--- config.mk ---
export PLATFORM = sky130hd
export DESIGN_NAME = main_fsm_controller
export DESIGN_NICKNAME = d
export VERILOG_FILES = /design/src/rtl/control_pkg.sv /design/src/rtl/main_fsm_controller.sv
export SDC_FILE = /design/constraint.sdc
export NUM_CORES = 1
export LEC_CHECK = 0
export ABC_AREA = 1
export BUFFER_PORTS_ARGS = -buffer_cell sky130_fd_sc_hd__buf_2
export CELL_PAD_IN_SITES_DETAIL_PLACEMENT = 1
export CELL_PAD_IN_SITES_GLOBAL_PLACEMENT = 1
export CORE_MARGIN = 2
export CORE_UTILIZATION = 31
export CTS_CLUSTER_DIAMETER = 40
export DETAILED_ROUTE_END_ITERATION = 8
export PLACE_DENSITY = 0.77
export SKIP_CTS_REPAIR_TIMING = 1
export SLEW_MARGIN = 0
export SYNTH_ARGS = -nofsm -noshare
export SYNTH_HDL_FRONTEND = slang
export SYNTH_SLANG_ARGS = --single-unit
--- constraint.sdc ---
create_clock -name clk -period 1.2 [get_ports clk]
set_input_delay 0.06 -clock clk [delete_from_list [all_inputs] [get_ports clk]]
set_output_delay 0.06 -clock clk [all_outputs]
set_load 0.1 [all_outputs]
--- src/rtl/control_pkg.sv ---
// Shared control-path definitions: FSM state encoding, instruction class
// codes and the bundle of datapath control outputs.
package control_pkg;

  typedef enum logic [3:0] {
    S_FETCH    = 4'd0,
    S_DECODE   = 4'd1,
    S_MEMADR   = 4'd2,
    S_MEMRD    = 4'd3,
    S_MEMWB    = 4'd4,
    S_MEMWR    = 4'd5,
    S_EXECUTER = 4'd6,
    S_EXECUTEI = 4'd7,
    S_ALUWB    = 4'd8,
    S_BRANCH   = 4'd9
  } state_t;

  // Instruction class (op field)
  localparam logic [1:0] OP_DP  = 2'b00;
  localparam logic [1:0] OP_MEM = 2'b01;
  localparam logic [1:0] OP_BR  = 2'b10;
  localparam logic [1:0] OP_ILL = 2'b11;

  // funct field bit positions
  localparam int FUNCT_I_BIT = 5;  // immediate operand
  localparam int FUNCT_L_BIT = 0;  // load (memory) / set-flags (data-processing)

  // ALU B operand select
  localparam logic [1:0] ALUB_REG = 2'b00;
  localparam logic [1:0] ALUB_IMM = 2'b01;
  localparam logic [1:0] ALUB_4   = 2'b10;

  // Result select
  localparam logic [1:0] RES_ALUOUT = 2'b00;
  localparam logic [1:0] RES_DATA   = 2'b01;
  localparam logic [1:0] RES_ALU    = 2'b10;

  typedef struct packed {
    logic       irwrite;
    logic       adrsrc;
    logic       alusrca;
    logic       nextpc;
    logic       regw;
    logic       memw;
    logic       branch;
    logic       aluop;
    logic [1:0] alusrcb;
    logic [1:0] resultsrc;
  } ctrl_t;

  // Strip the side-effecting strobes (register/memory/PC writes).
  function automatic ctrl_t ctrl_quiet(input ctrl_t c);
    ctrl_t r;
    r         = c;
    r.irwrite = 1'b0;
    r.nextpc  = 1'b0;
    r.regw    = 1'b0;
    r.memw    = 1'b0;
    r.branch  = 1'b0;
    return r;
  endfunction

endpackage

--- src/rtl/main_fsm_controller.sv ---
// Multicycle processor main controller: Moore FSM sequencing fetch, decode,
// memory, execute, write-back and branch steps, with a programmable number
// of instruction-memory wait cycles in FETCH.
module main_fsm_controller
  import control_pkg::*;
#(
  parameter int unsigned FETCH_WAIT = 0
) (
  input  logic       clk,
  input  logic       rst_n,
  input  logic [1:0] op,
  input  logic [5:0] funct,
  output logic       irwrite,
  output logic       adrsrc,
  output logic       alusrca,
  output logic       nextpc,
  output logic       regw,
  output logic       memw,
  output logic       branch,
  output logic       aluop,
  output logic [1:0] alusrcb,
  output logic [1:0] resultsrc,
  output logic [3:0] state_dbg
);

  localparam logic [3:0] WAIT_LAST = 4'(FETCH_WAIT);

  state_t     state_q, state_d;
  logic [3:0] cnt_q, cnt_d;
  logic       fetch_done;
  ctrl_t      ctl, ctl_o;

  // The instruction word is ready on the last wait cycle of FETCH.
  assign fetch_done = (cnt_q == WAIT_LAST);

  // State and wait-count registers; reset lands in FETCH with a fresh count.
  always_ff @(posedge clk or negedge rst_n) begin
    if (!rst_n) begin
      state_q <= S_FETCH;
      cnt_q   <= '0;
    end else begin
      state_q <= state_d;
      cnt_q   <= cnt_d;
    end
  end

  // Next-state and wait-count logic; op/funct are only looked at in DECODE/MEMADR.
  always_comb begin
    state_d = state_q;
    cnt_d   = cnt_q;
    case (state_q)
      S_FETCH: begin
        if (fetch_done) begin
          state_d = S_DECODE;
          cnt_d   = '0;
        end else begin
          cnt_d = cnt_q + 4'd1;
        end
      end
      S_DECODE: begin
        case (op)
          OP_MEM:  state_d = S_MEMADR;
          OP_DP:   state_d = funct[FUNCT_I_BIT] ? S_EXECUTEI : S_EXECUTER;
          OP_BR:   state_d = S_BRANCH;
          default: state_d = S_FETCH;  // illegal: drop it and fetch the next one
        endcase
      end
      S_MEMADR:   state_d = funct[FUNCT_L_BIT] ? S_MEMRD : S_MEMWR;
      S_MEMRD:    state_d = S_MEMWB;
      S_EXECUTER: state_d = S_ALUWB;
      S_EXECUTEI: state_d = S_ALUWB;
      default:    state_d = S_FETCH;  // MEMWB, MEMWR, ALUWB, BRANCH, unused codes
    endcase
  end

  // Moore output decode from state and wait count only.
  always_comb begin
    ctl = '0;
    case (state_q)
      S_FETCH: begin
        ctl.alusrca   = 1'b1;
        ctl.alusrcb   = ALUB_4;
        ctl.resultsrc = RES_ALU;
        ctl.irwrite   = fetch_done;
        ctl.nextpc    = fetch_done;
      end
      S_DECODE: begin
        ctl.alusrca   = 1'b1;
        ctl.alusrcb   = ALUB_4;
        ctl.resultsrc = RES_ALU;
      end
      S_MEMADR:   ctl.alusrcb = ALUB_IMM;
      S_MEMRD:    ctl.adrsrc  = 1'b1;
      S_MEMWB: begin
        ctl.resultsrc = RES_DATA;
        ctl.regw      = 1'b1;
      end
      S_MEMWR: begin
        ctl.adrsrc = 1'b1;
        ctl.memw   = 1'b1;
      end
      S_EXECUTER: ctl.aluop = 1'b1;
      S_EXECUTEI: begin
        ctl.alusrcb = ALUB_IMM;
        ctl.aluop   = 1'b1;
      end
      S_ALUWB:    ctl.regw = 1'b1;
      S_BRANCH: begin
        ctl.alusrcb   = ALUB_IMM;
        ctl.resultsrc = RES_ALU;
        ctl.branch    = 1'b1;
      end
      default: ctl = '0;
    endcase
  end

  // While reset is held the state already reads FETCH, but the strobes must
  // stay quiet even though FETCH with a zero wait would raise irwrite/nextpc.
  always_comb begin
    ctl_o = ctl;
    if (!rst_n) ctl_o = ctrl_quiet(ctl);
  end

  assign irwrite   = ctl_o.irwrite;
  assign adrsrc    = ctl_o.adrsrc;
  assign alusrca   = ctl_o.alusrca;
  assign nextpc    = ctl_o.nextpc;
  assign regw      = ctl_o.regw;
  assign memw      = ctl_o.memw;
  assign branch    = ctl_o.branch;
  assign aluop     = ctl_o.aluop;
  assign alusrcb   = ctl_o.alusrcb;
  assign resultsrc = ctl_o.resultsrc;
  assign state_dbg = state_q;

endmodule

==> impl_metrics.json, run 1 <==
{
  "outcome": "did not finish",
  "flow.stopped_at": "global routing (5_1_grt)",
  "tool.error": "[ERROR DPL-0033] detailed placement checks failed during check placement.",
  "timing.worst_endpoint.kind": "top-level output",
  "post-synth-top-area-fraction": 0.335,
  "cts-htree-levels": 1,
  "synth_seq_area_share": 0.335,
  "grt_antenna_before_repair": 0,
  "detailed_place_hpwl_um": 2280,
  "die-height_um": 47.9,
  "syn-instance-count": 83,
  "ioPinCount": 26,
  "worstEndpointGrtRepair": "branch",
  "synth.top_cells.by_area": "sky130_fd_sc_hd__dfrtp_1, sky130_fd_sc_hd__nand2_1, sky130_fd_sc_hd__nand3_1, sky130_fd_sc_hd__inv_1, sky130_fd_sc_hd__nor2_1",
  "cts.sinks": 8,
  "die_width_um": 47.9,
  "count_of_buffers_from_port_buffering": 21,
  "starting_density_of_the_core": 0.339,
  "syn_nets": 95,
  "cts-root-to-sink-buffers": 2,
  "clk_root_buffer_cell": "sky130_fd_sc_hd__clkbuf_4",
  "yosysUniqueCellTypes": 23,
  "placement_rows": 15,
  "synthesis.area_per_instance_um2": 7.21,
  "synthDominantAreaCellType": "sky130_fd_sc_hd__dfrtp_1",
  "postSynthRegisterBits": 8,
  "ys_warns": 0,
  "globalplace.congestion": 0.807,
  "synth.cell_area_um2": 598,
  "largest_net_degree_at_the_start_of_global_routing": 10,
  "cts_made_buffers": 3
}
==> through the flow <==
step                      cells  setup WS [ps]  utilization  area [um2]  hold slack, ps
after detailed placement    147           -115        0.701        1240            2.74
after floorplan              83           -991            -         769            -236
after CTS                   151           -463        0.716        1260            -266
after global placement      147          -68.1        0.701        1240           -12.1
==> cell usage after synthesis <==
library cell,number
sky130_fd_sc_hd__nand3_1,10
sky130_fd_sc_hd__buf_4,3
sky130_fd_sc_hd__o21ai_0,1
sky130_fd_sc_hd__nor2_8,1
sky130_fd_sc_hd__buf_6,1
sky130_fd_sc_hd__nand2_4,1
sky130_fd_sc_hd__nor3_2,1
sky130_fd_sc_hd__nor2_1,7
sky130_fd_sc_hd__o21ai_1,3
sky130_fd_sc_hd__nor2_2,2
sky130_fd_sc_hd__nand2_2,1
sky130_fd_sc_hd__o21a_1,1
sky130_fd_sc_hd__dfrtp_1,8
sky130_fd_sc_hd__nand4_1,1
sky130_fd_sc_hd__o211ai_1,1
sky130_fd_sc_hd__nor2_4,1
sky130_fd_sc_hd__inv_2,3
sky130_fd_sc_hd__a21oi_1,1
sky130_fd_sc_hd__inv_1,11
sky130_fd_sc_hd__ha_1,2
sky130_fd_sc_hd__xor2_1,1
sky130_fd_sc_hd__nand2_1,21
sky130_fd_sc_hd__nor3_1,1
==> kinds of logic after synthesis <==
group,Yosys count,share of synthesized area
AOI/OAI and AO/OA,7,0.0669
xor gates and xnor gates,1,0.0146
adders and majority gates,2,0.0418
buffers and inverters,18,0.144
DFF,8,0.335
and+or+nand+nor,47,0.398
==> run 2: changes to the inputs <==
--- a/config.mk
+++ b/config.mk
@@ -7,13 +7,10 @@
 export LEC_CHECK = 0
 export ABC_AREA = 1
 export BUFFER_PORTS_ARGS = -buffer_cell sky130_fd_sc_hd__buf_2
-export CELL_PAD_IN_SITES_DETAIL_PLACEMENT = 1
-export CELL_PAD_IN_SITES_GLOBAL_PLACEMENT = 1
-export CORE_MARGIN = 2
-export CORE_UTILIZATION = 31
-export CTS_CLUSTER_DIAMETER = 40
+export CORE_AREA = 2 2 63 65
 export DETAILED_ROUTE_END_ITERATION = 8
-export PLACE_DENSITY = 0.77
+export DIE_AREA = 0 0 65 67
+export PLACE_DENSITY_LB_ADDON = 0.15
 export SKIP_CTS_REPAIR_TIMING = 1
 export SLEW_MARGIN = 0
 export SYNTH_ARGS = -nofsm -noshare
==> run 2 against run 1 <==
Compared with the run above:
- the flow now finishes, with violations (setup timing)
- area after synthesis is the same
- synthesized cell count stayed put
==> impl_metrics.json, run 2 <==
{
  "detailed_place_hpwl_um": 1520,
  "die-height_um": 67,
  "finalNetCount": 140,
  "clk_root_buffer_cell": "sky130_fd_sc_hd__clkbuf_8",
  "timing.critical_path.to_type": "primary output",
  "final_common_cell": "sky130_fd_sc_hd__buf_4",
  "grt_antenna_before_repair": 0,
  "globalRoute.totalOverflow": 0,
  "synth_common_cells": "sky130_fd_sc_hd__nand2_1, sky130_fd_sc_hd__inv_1, sky130_fd_sc_hd__nand3_1, sky130_fd_sc_hd__dfrtp_1, sky130_fd_sc_hd__nor2_1",
  "final_layout_size_suffix_gt1_frac": 0.669,
  "first_pass_grt_wire_length_um": 3080,
  "cts-htree-levels": 1,
  "syn-instance-count": 83,
  "worst_pin_slew_ps": 395,
  "grtUsageTotal": 0.0930,
  "overall_routed_net_length_um": 1880,
  "crit_required_ps": 1140,
  "timing.final.hold_violations": 0,
  "maxSlewHeadroom": 0.736,
  "most-common-layout-cells": "sky130_fd_sc_hd__buf_4, sky130_fd_sc_hd__buf_12, sky130_fd_sc_hd__nand2_1",
  "clock_latency_ps": 230,
  "cp.arrival_ps": 1410,
  "layout_worst_path_cycle_share": 1.22,
  "critical_path.max_fanout": 5,
  "placement_rows": 22,
  "worstHoldPathType": "primary input to flop",
  "first_global_vias": 697,
  "clk_pin_slew_ps": 40,
  "final-max-slew-violation-count": 0,
  "postSynth.asyncResetShare": 1.00,
  "filler_cell_count": 370,
  "crit_family": "flip-flops",
  "post-synth-top-area-fraction": 0.335,
  "wire_per_inst_um": 10.8,
  "count_of_buffers_from_port_buffering": 21,
  "outcome": "finished with violations",
  "postSynthRegisterBits": 8,
  "antenna-diode-count": 0,
  "delay_of_the_slowest_cell_on_the_worst_path_ps": 520,
  "fin_ws_ps": -266,
  "cts_tree": "yes",
  "via_count": 698,
  "firstDrtPassIters": 4,
  "ys.flop_type": "sky130_fd_sc_hd__dfrtp_1",
  "cts_made_buffers": 3,
  "multi_input_gate_area_um2": 482,
  "syn_to_final_growth_pct": 135,
  "criticalPathCategory": "flop to primary output",
  "period_minus_slack_ps": 1470,
  "critPathBufInv": 2,
  "synthDominantAreaCellType": "sky130_fd_sc_hd__dfrtp_1",
  "rsz_0062_raised_after_global_routing": "yes",
  "detail_route.vias_per_cell": 3.99,
  "critical_path.cell_chain": "buf_4 -> nor2_2 -> nand2_2 -> nand3_4 -> buf_12",
  "synthesis.area_per_instance_um2": 7.21,
  "cts.sinks": 8,
  "ff_latch_area_um2": 215,
  "failed_checks": "setup timing",
  "cap_viol_max_count": 0,
  "synth.top_cells.by_area": "sky130_fd_sc_hd__dfrtp_1, sky130_fd_sc_hd__nand2_1, sky130_fd_sc_hd__nand3_1, sky130_fd_sc_hd__inv_1, sky130_fd_sc_hd__nor2_1",
  "globalplace.congestion": 0.729,
  "starting_density_of_the_core": 0.166,
  "worst_clock_skew_ps": 0.519,
  "floorplan.core_area_mm2": 0.00361,
  "synth_seq_area_share": 0.335,
  "fmaxAchievable_ghz": 0.682,
  "synth_edf_count": 0,
  "drc": 0,
  "ioPinCount": 26,
  "synth.cell_area_um2": 598,
  "yosysUniqueCellTypes": 23,
  "floorplan.die_area_mm2": 0.00436,
  "cts-root-to-sink-buffers": 2,
  "die_width_um": 65,
  "finalSetupViolations": 19,
  "setup.worst_path.start_class": "flop",
  "syn_nets": 95,
  "crit_slowest_cell": "sky130_fd_sc_hd__dfrtp_4",
  "ys_warns": 0,
  "final_antenna_net_count": 0,
  "largest_net_degree_at_the_start_of_global_routing": 10,
  "dpl_worst_slack_ps": -92.8,
  "most_instantiated_library_cell_after_synthesis": "sky130_fd_sc_hd__nand2_1",
  "initialDrtViolationCount": 12
}
## run 2: final timing paths
path / slack [ps] / depth (start not counted) / from / end
min: 100 / 3 / funct[0] / state_dbg[1]
max: -270 / 5 / state_dbg[0] / alusrcb[0]
max in group asynchronous: 460 / 3 / rst_n / state_dbg[3]
max reg2reg: -50 / 7 / state_dbg[3] / cnt_q[2]
min reg2reg: 550 / 2 / cnt_q[3] / cnt_q[3]
min in group asynchronous: 430 / 3 / rst_n / state_dbg[0]
## run 2: tightest hold or removal path, stage by stage
cell and delay [ps]:
sky130_fd_sc_hd__buf_2 100, sky130_fd_sc_hd__inv_1 60, sky130_fd_sc_hd__o21ai_1 70
## run 2: per-stage QoR
step            util  TNS (ps)  cells  area (um2)  hold WS [ps]
2_1_floorplan      -     -5680     83         769          -236
3_3_place_gp   0.345      -562    167        1240          9.26
3_5_place_dp   0.345      -752    167        1240          14.8
4_1_cts        0.357     -3830    171        1290          -232
5_1_grt        0.390     -4130    175        1410           115
6_report       0.390     -2940    175        1410           101
## run 2: routing by layer
metal / vias up / wire length (um) / part of all wire / GRT usage
met4: 0 / 0 / 0 / 0.0160
li1: 345 / - / - / -
met5: - / 0 / 0 / 0
met2: 19 / 1080 / 0.57 / 0.193
met1: 334 / 711 / 0.38 / 0.0918
met3: 0 / 92 / 0.049 / 0.0236
## run 2: final cells by class
type,count,share of cell area
multi-input cells,57,0.343
flip-flops and latches,8,0.153
clock buffers,4,0.0320
repair buffers,44,0.381
inverters,14,0.0489
well taps,48,0.0427
## run 2: cell families after synthesis
| family | synth area share |
|---|---|
| AND/OR/NAND/NOR | 0.398 |
| flip-flops | 0.335 |
| buffers and inverters | 0.144 |
| AO/OA/AOI/OAI | 0.0669 |
| XOR/XNOR | 0.0146 |
| adder cells (fa/ha/maj) | 0.0418 |
Power of run 2 is not shown: default switching activity piles up to over one toggle a cycle in this logic, so the estimate is an artifact.
==> run 3: changes to the inputs <==
--- a/config.mk
+++ b/config.mk
@@ -7,9 +7,10 @@
 export LEC_CHECK = 0
 export ABC_AREA = 1
 export BUFFER_PORTS_ARGS = -buffer_cell sky130_fd_sc_hd__buf_2
-export CORE_AREA = 2 2 63 65
+export CORE_AREA = 5 5 66 68
 export DETAILED_ROUTE_END_ITERATION = 8
-export DIE_AREA = 0 0 65 67
+export DIE_AREA = 0 0 71 73
+export GPL_TIMING_DRIVEN = 0
 export PLACE_DENSITY_LB_ADDON = 0.15
 export SKIP_CTS_REPAIR_TIMING = 1
 export SLEW_MARGIN = 0
==> run 3 against run 2 <==
Compared with the run above:
- the run still ends with setup timing left
- worst hold slack improved by 6.1 ps
- final cell count rose by 1.7%
- clock skew barely moved
- global-route usage fell by 2.3 points
- setup slack got worse by 110 ps
- largest cell class unchanged
==> impl_metrics.json, run 3 (synthesis gave the netlist of run 2 again) <==
{
  "cts_made_buffers": 3,
  "final_antenna_net_count": 0,
  "cts-root-to-sink-buffers": 2,
  "grt_antenna_before_repair": 0,
  "fmaxAchievable_ghz": 0.635,
  "wire_per_inst_um": 11.1,
  "final_common_cell": "sky130_fd_sc_hd__buf_4",
  "dpl_worst_slack_ps": -464,
  "firstDrtPassIters": 4,
  "crit_required_ps": 1140,
  "clk_root_buffer_cell": "sky130_fd_sc_hd__clkbuf_8",
  "largest_net_degree_at_the_start_of_global_routing": 11,
  "first_pass_grt_wire_length_um": 2840,
  "outcome": "finished with violations",
  "timing.critical_path.to_type": "primary output",
  "clk_pin_slew_ps": 40,
  "via_count": 697,
  "drc": 0,
  "cp.arrival_ps": 1520,
  "globalRoute.totalOverflow": 0,
  "worstHoldPathType": "primary input to flop",
  "rsz_0062_raised_after_global_routing": "yes",
  "first_global_vias": 600,
  "detail_route.vias_per_cell": 3.92,
  "finalSetupViolations": 15,
  "maxSlewHeadroom": 0.677,
  "detailed_place_hpwl_um": 1340,
  "cts_tree": "yes",
  "final-max-slew-violation-count": 0,
  "fin_ws_ps": -376,
  "final_layout_size_suffix_gt1_frac": 0.625,
  "floorplan.die_area_mm2": 0.00518,
  "die_width_um": 71,
  "setup.worst_path.start_class": "flop",
  "critical_path.max_fanout": 6,
  "final_layout_worst_hold_slack_ps": 108,
  "failed_checks": "setup timing",
  "period_minus_slack_ps": 1580,
  "cts-htree-levels": 1,
  "count_of_buffers_from_port_buffering": 21,
  "worst_pin_slew_ps": 488,
  "ioPinCount": 26,
  "antenna-diode-count": 0,
  "finalNetCount": 141,
  "criticalPathCategory": "flop to primary output",
  "layout_worst_path_cycle_share": 1.31,
  "syn_to_final_growth_pct": 133,
  "most-common-layout-cells": "sky130_fd_sc_hd__buf_4, sky130_fd_sc_hd__buf_12, sky130_fd_sc_hd__nand2_1",
  "globalplace.congestion": 0.730,
  "worst_clock_skew_ps": 0.505,
  "cts.sinks": 8,
  "cap_viol_max_count": 0,
  "initialDrtViolationCount": 37,
  "timing.final.hold_violations": 0,
  "clock_latency_ps": 230,
  "floorplan.core_area_mm2": 0.00380,
  "overall_routed_net_length_um": 1970,
  "grtUsageTotal": 0.0696,
  "starting_density_of_the_core": 0.157,
  "die-height_um": 73,
  "placement_rows": 23
}
-- run 3: cell count changes in the layout (fill, tap and decap cells not counted), moves of 2 or more --
cell                      change
sky130_fd_sc_hd__nand2_2      -3
sky130_fd_sc_hd__nand3_2      -2
sky130_fd_sc_hd__buf_12       -2
sky130_fd_sc_hd__nand2_1      +2
sky130_fd_sc_hd__nand3_1      +2
sky130_fd_sc_hd__inv_4        -2
sky130_fd_sc_hd__buf_2        +2
-- run 3: cell type report --
type,instances,area [um2]
Fill cell,417,2400
Multi-Input combinational cell,57,464
Timing Repair Buffer,41,450
Sequential cell,8,215
Buffer,4,80.1
Inverter,14,76.3
Tap cell,50,62.6
Clock buffer,4,45.0
-- run 3: final timing paths --
kind	to	from	cells after the start	slack (ps)
max	nextpc	state_dbg[0]	6	-380
min	state_dbg[1]	funct[0]	3	110
max reg2reg	cnt_q[2]	state_dbg[0]	7	-20
min reg2reg	cnt_q[1]	cnt_q[1]	2	560
max in group asynchronous	state_dbg[1]	rst_n	2	490
min in group asynchronous	cnt_q[0]	rst_n	2	370
-- run 3: stage by stage --
step / setup TNS [ps] / util / std cells / area (um2)
global route: -4530 / 0.367 / 178 / 1390
finish: -3570 / 0.367 / 178 / 1390
global placement: -3800 / 0.247 / 154 / 937
CTS: -6860 / 0.259 / 158 / 982
floorplan: -5680 / - / 83 / 769
detailed placement: -3820 / 0.247 / 154 / 937
-- run 3: worst max-delay path, cell delays in order (launching register included) --
cell and delay [ps]:
sky130_fd_sc_hd__dfrtp_4 480, sky130_fd_sc_hd__buf_12 140, sky130_fd_sc_hd__nor2_8 120, sky130_fd_sc_hd__nand2_4 60, sky130_fd_sc_hd__nor3_4 180, sky130_fd_sc_hd__buf_12 130
sky130_fd_sc_hd__buf_12 160
-- run 3: routing by layer --
layer | GRT usage | vias up | share of wire
met5 | 0 | - | 0
met4 | 0.0188 | 0 | 0.0041
met3 | 0.0317 | 2 | 0.059
met2 | 0.124 | 18 | 0.54
met1 | 0.0748 | 329 | 0.40
li1 | - | 348 | -
Power of run 3 is left out for the same reason.
==> run 4: changes to the inputs <==
==> constraint.sdc (replaced) <==
create_clock -name clk -period 1.2 [get_ports clk]
set_input_delay 0.06 -clock clk [delete_from_list [all_inputs] [get_ports clk]]
set_output_delay 0.06 -clock clk [all_outputs]
set_load 0.02 [all_outputs]
==> run 4 against run 3 <==
Compared with the run above:
- the flow still finishes with violations (setup timing)
- final area fell by 32%
- setup slack improved by 180 ps
- sequential share of layout area rose by 6.0 points
- via count fell by 7.9%
==> impl_metrics.json, run 4 (synthesis gave the netlist of run 2 again) <==
{
  "die-height_um": 73,
  "criticalPathCategory": "flop to primary output",
  "comb_pwr_share": 0.691,
  "firstDrtPassIters": 3,
  "final_common_cell": "sky130_fd_sc_hd__nand2_1",
  "dpl_worst_slack_ps": -166,
  "clk_root_buffer_cell": "sky130_fd_sc_hd__clkbuf_8",
  "floorplan.core_area_mm2": 0.00380,
  "filler_cell_count": 444,
  "die_width_um": 71,
  "cts_tree": "yes",
  "setup.worst_path.start_class": "flop",
  "outcome": "finished with violations",
  "critical_path.cell_chain": "nor2_4 -> nand2_4 -> nor3_4 -> buf_4 -> buf_6",
  "p_int_mw": 1.23,
  "rsz_0062_raised_after_global_routing": "yes",
  "fmaxAchievable_ghz": 0.714,
  "most-common-layout-cells": "sky130_fd_sc_hd__nand2_1, sky130_fd_sc_hd__buf_2, sky130_fd_sc_hd__buf_4",
  "grt_antenna_before_repair": 0,
  "p_switching_mw": 1.16,
  "power_per_cell_area_mw_per_mm2": 2510,
  "crit_slowest_cell": "sky130_fd_sc_hd__dfrtp_2",
  "critical_path.max_fanout": 6,
  "failed_checks": "setup timing",
  "antenna-diode-count": 0,
  "globalplace.congestion": 0.764,
  "reg2reg_setup_slack_ps": 50,
  "ioPinCount": 26,
  "wire_per_inst_um": 11.0,
  "power_frac_seq": 0.167,
  "timing.critical_path.to_type": "primary output",
  "worstHoldPathType": "primary input to flop",
  "period_minus_slack_ps": 1400,
  "multi_input_gate_area_um2": 349,
  "via_count": 642,
  "clock_latency_ps": 230,
  "cts-root-to-sink-buffers": 2,
  "drc": 0,
  "final_antenna_net_count": 0,
  "first_pass_grt_wire_length_um": 2900,
  "layout_worst_path_cycle_share": 1.17,
  "rr_worst_depth": 5,
  "first_global_vias": 674,
  "static_leakage_nw": 0.510,
  "initialDrtViolationCount": 36,
  "cts_made_buffers": 3,
  "rr_endpoint": "cnt_q[2]",
  "delay_of_the_slowest_cell_on_the_worst_path_ps": 460,
  "clock_power_share": 0.141,
  "cts.sinks": 8,
  "crit_required_ps": 1140,
  "worst_clock_skew_ps": 1.04,
  "starting_density_of_the_core": 0.157,
  "ff_latch_area_um2": 204,
  "detailed_place_hpwl_um": 1310,
  "timing.final.hold_violations": 0,
  "finalSetupViolations": 12,
  "overall_routed_net_length_um": 1810,
  "finalNetCount": 129,
  "place_area_um2": 772,
  "grtUsageTotal": 0.0713,
  "final-max-slew-violation-count": 0,
  "rr_startpoint": "cnt_q[0]",
  "syn_to_final_growth_pct": 58.8,
  "largest_net_degree_at_the_start_of_global_routing": 11,
  "cap_viol_max_count": 0,
  "crit_path_end": "nextpc",
  "clk_pin_slew_ps": 40,
  "fin_ws_ps": -201,
  "netSwitchingFraction": 0.485,
  "power.ir.vdd_worst_mv": 1.11,
  "floorplan.die_area_mm2": 0.00518,
  "cts-htree-levels": 1,
  "globalRoute.totalOverflow": 0,
  "count_of_buffers_from_port_buffering": 21,
  "placement_rows": 23,
  "worst_pin_slew_ps": 415,
  "maxSlewHeadroom": 0.723,
  "critical_path.startpoint": "state_dbg[3]",
  "detail_route.vias_per_cell": 3.89,
  "final_layout_size_suffix_gt1_frac": 0.522,
  "cp.arrival_ps": 1340,
  "design_area_um2": 950
}
run 4: cell types whose count changed in the layout (fill, tap and decap cells not counted), sizes merged:
cell | previous run | this run
buf | 42 | 32
clkbuf | 6 | 3
inv | 12 | 14
clkinv | 1 | 0
clkinvlp | 1 | 0
run 4: stage by stage:
| step | total power [mW] | hold WS (ps) | util | setup TNS [ps] | std cells |
|---|---|---|---|---|---|
| CTS | 2.11 | -307 | 0.214 | -2340 | 157 |
| global route | 2.56 | 119 | 0.250 | -2530 | 165 |
| detailed placement | 1.76 | -58.1 | 0.203 | -273 | 154 |
| floorplan | 1.38 | -236 | - | -360 | 83 |
| finish | 2.38 | 95.3 | 0.250 | -1520 | 165 |
| global placement | 1.77 | -62.1 | 0.203 | -199 | 154 |
run 4: how the worst min path moves through the flow:
| stage | startpoint | to | slack (ps) | cells past startpoint |
|---|---|---|---|---|
| floorplan | rst_n | cnt_q[0] | -240 | 0 |
| global placement | rst_n | cnt_q[3] | -60 | 1 |
| detailed placement | rst_n | cnt_q[3] | -60 | 1 |
| CTS | rst_n | cnt_q[3] | -310 | 1 |
| global route | funct[0] | state_dbg[1] | 120 | 3 |
| finish | funct[0] | state_dbg[1] | 100 | 3 |
run 4: cell type report:
| class | count | area share |
|---|---|---|
| buffer | 4 | 0.0395 |
| clock buffer | 3 | 0.0435 |
| inverter | 14 | 0.0580 |
| multi-input combinational | 57 | 0.368 |
| sequential | 8 | 0.215 |
| tap | 50 | 0.0659 |
| timing repair buffer | 29 | 0.211 |
run 4: power by group through the flow:
stage	combinational, mW	clock, mW	sequential, mW
final	1.65	0.337	0.399
after detailed placement	1.36	0	0.392
after global routing	1.78	0.365	0.410
after floorplan	0.925	0	0.451
after CTS	1.37	0.347	0.389
after global placement	1.37	0	0.392
run 4: metal layers:
layer	up-vias	global-route usage	part of all wire
met4	0	0.0251	0.0094
li1	325	-	-
met2	17	0.114	0.47
met1	296	0.0863	0.47
met5	-	0	0
met3	4	0.0289	0.046
run 4: critical path, delay by kind of cell, from the launching register on:
kind / cells / cell delay [ps]
buf+inv: 2 / 230
flops: 1 / 460
simple gates: 3 / 410
Power figures use the tool's default switching activity.
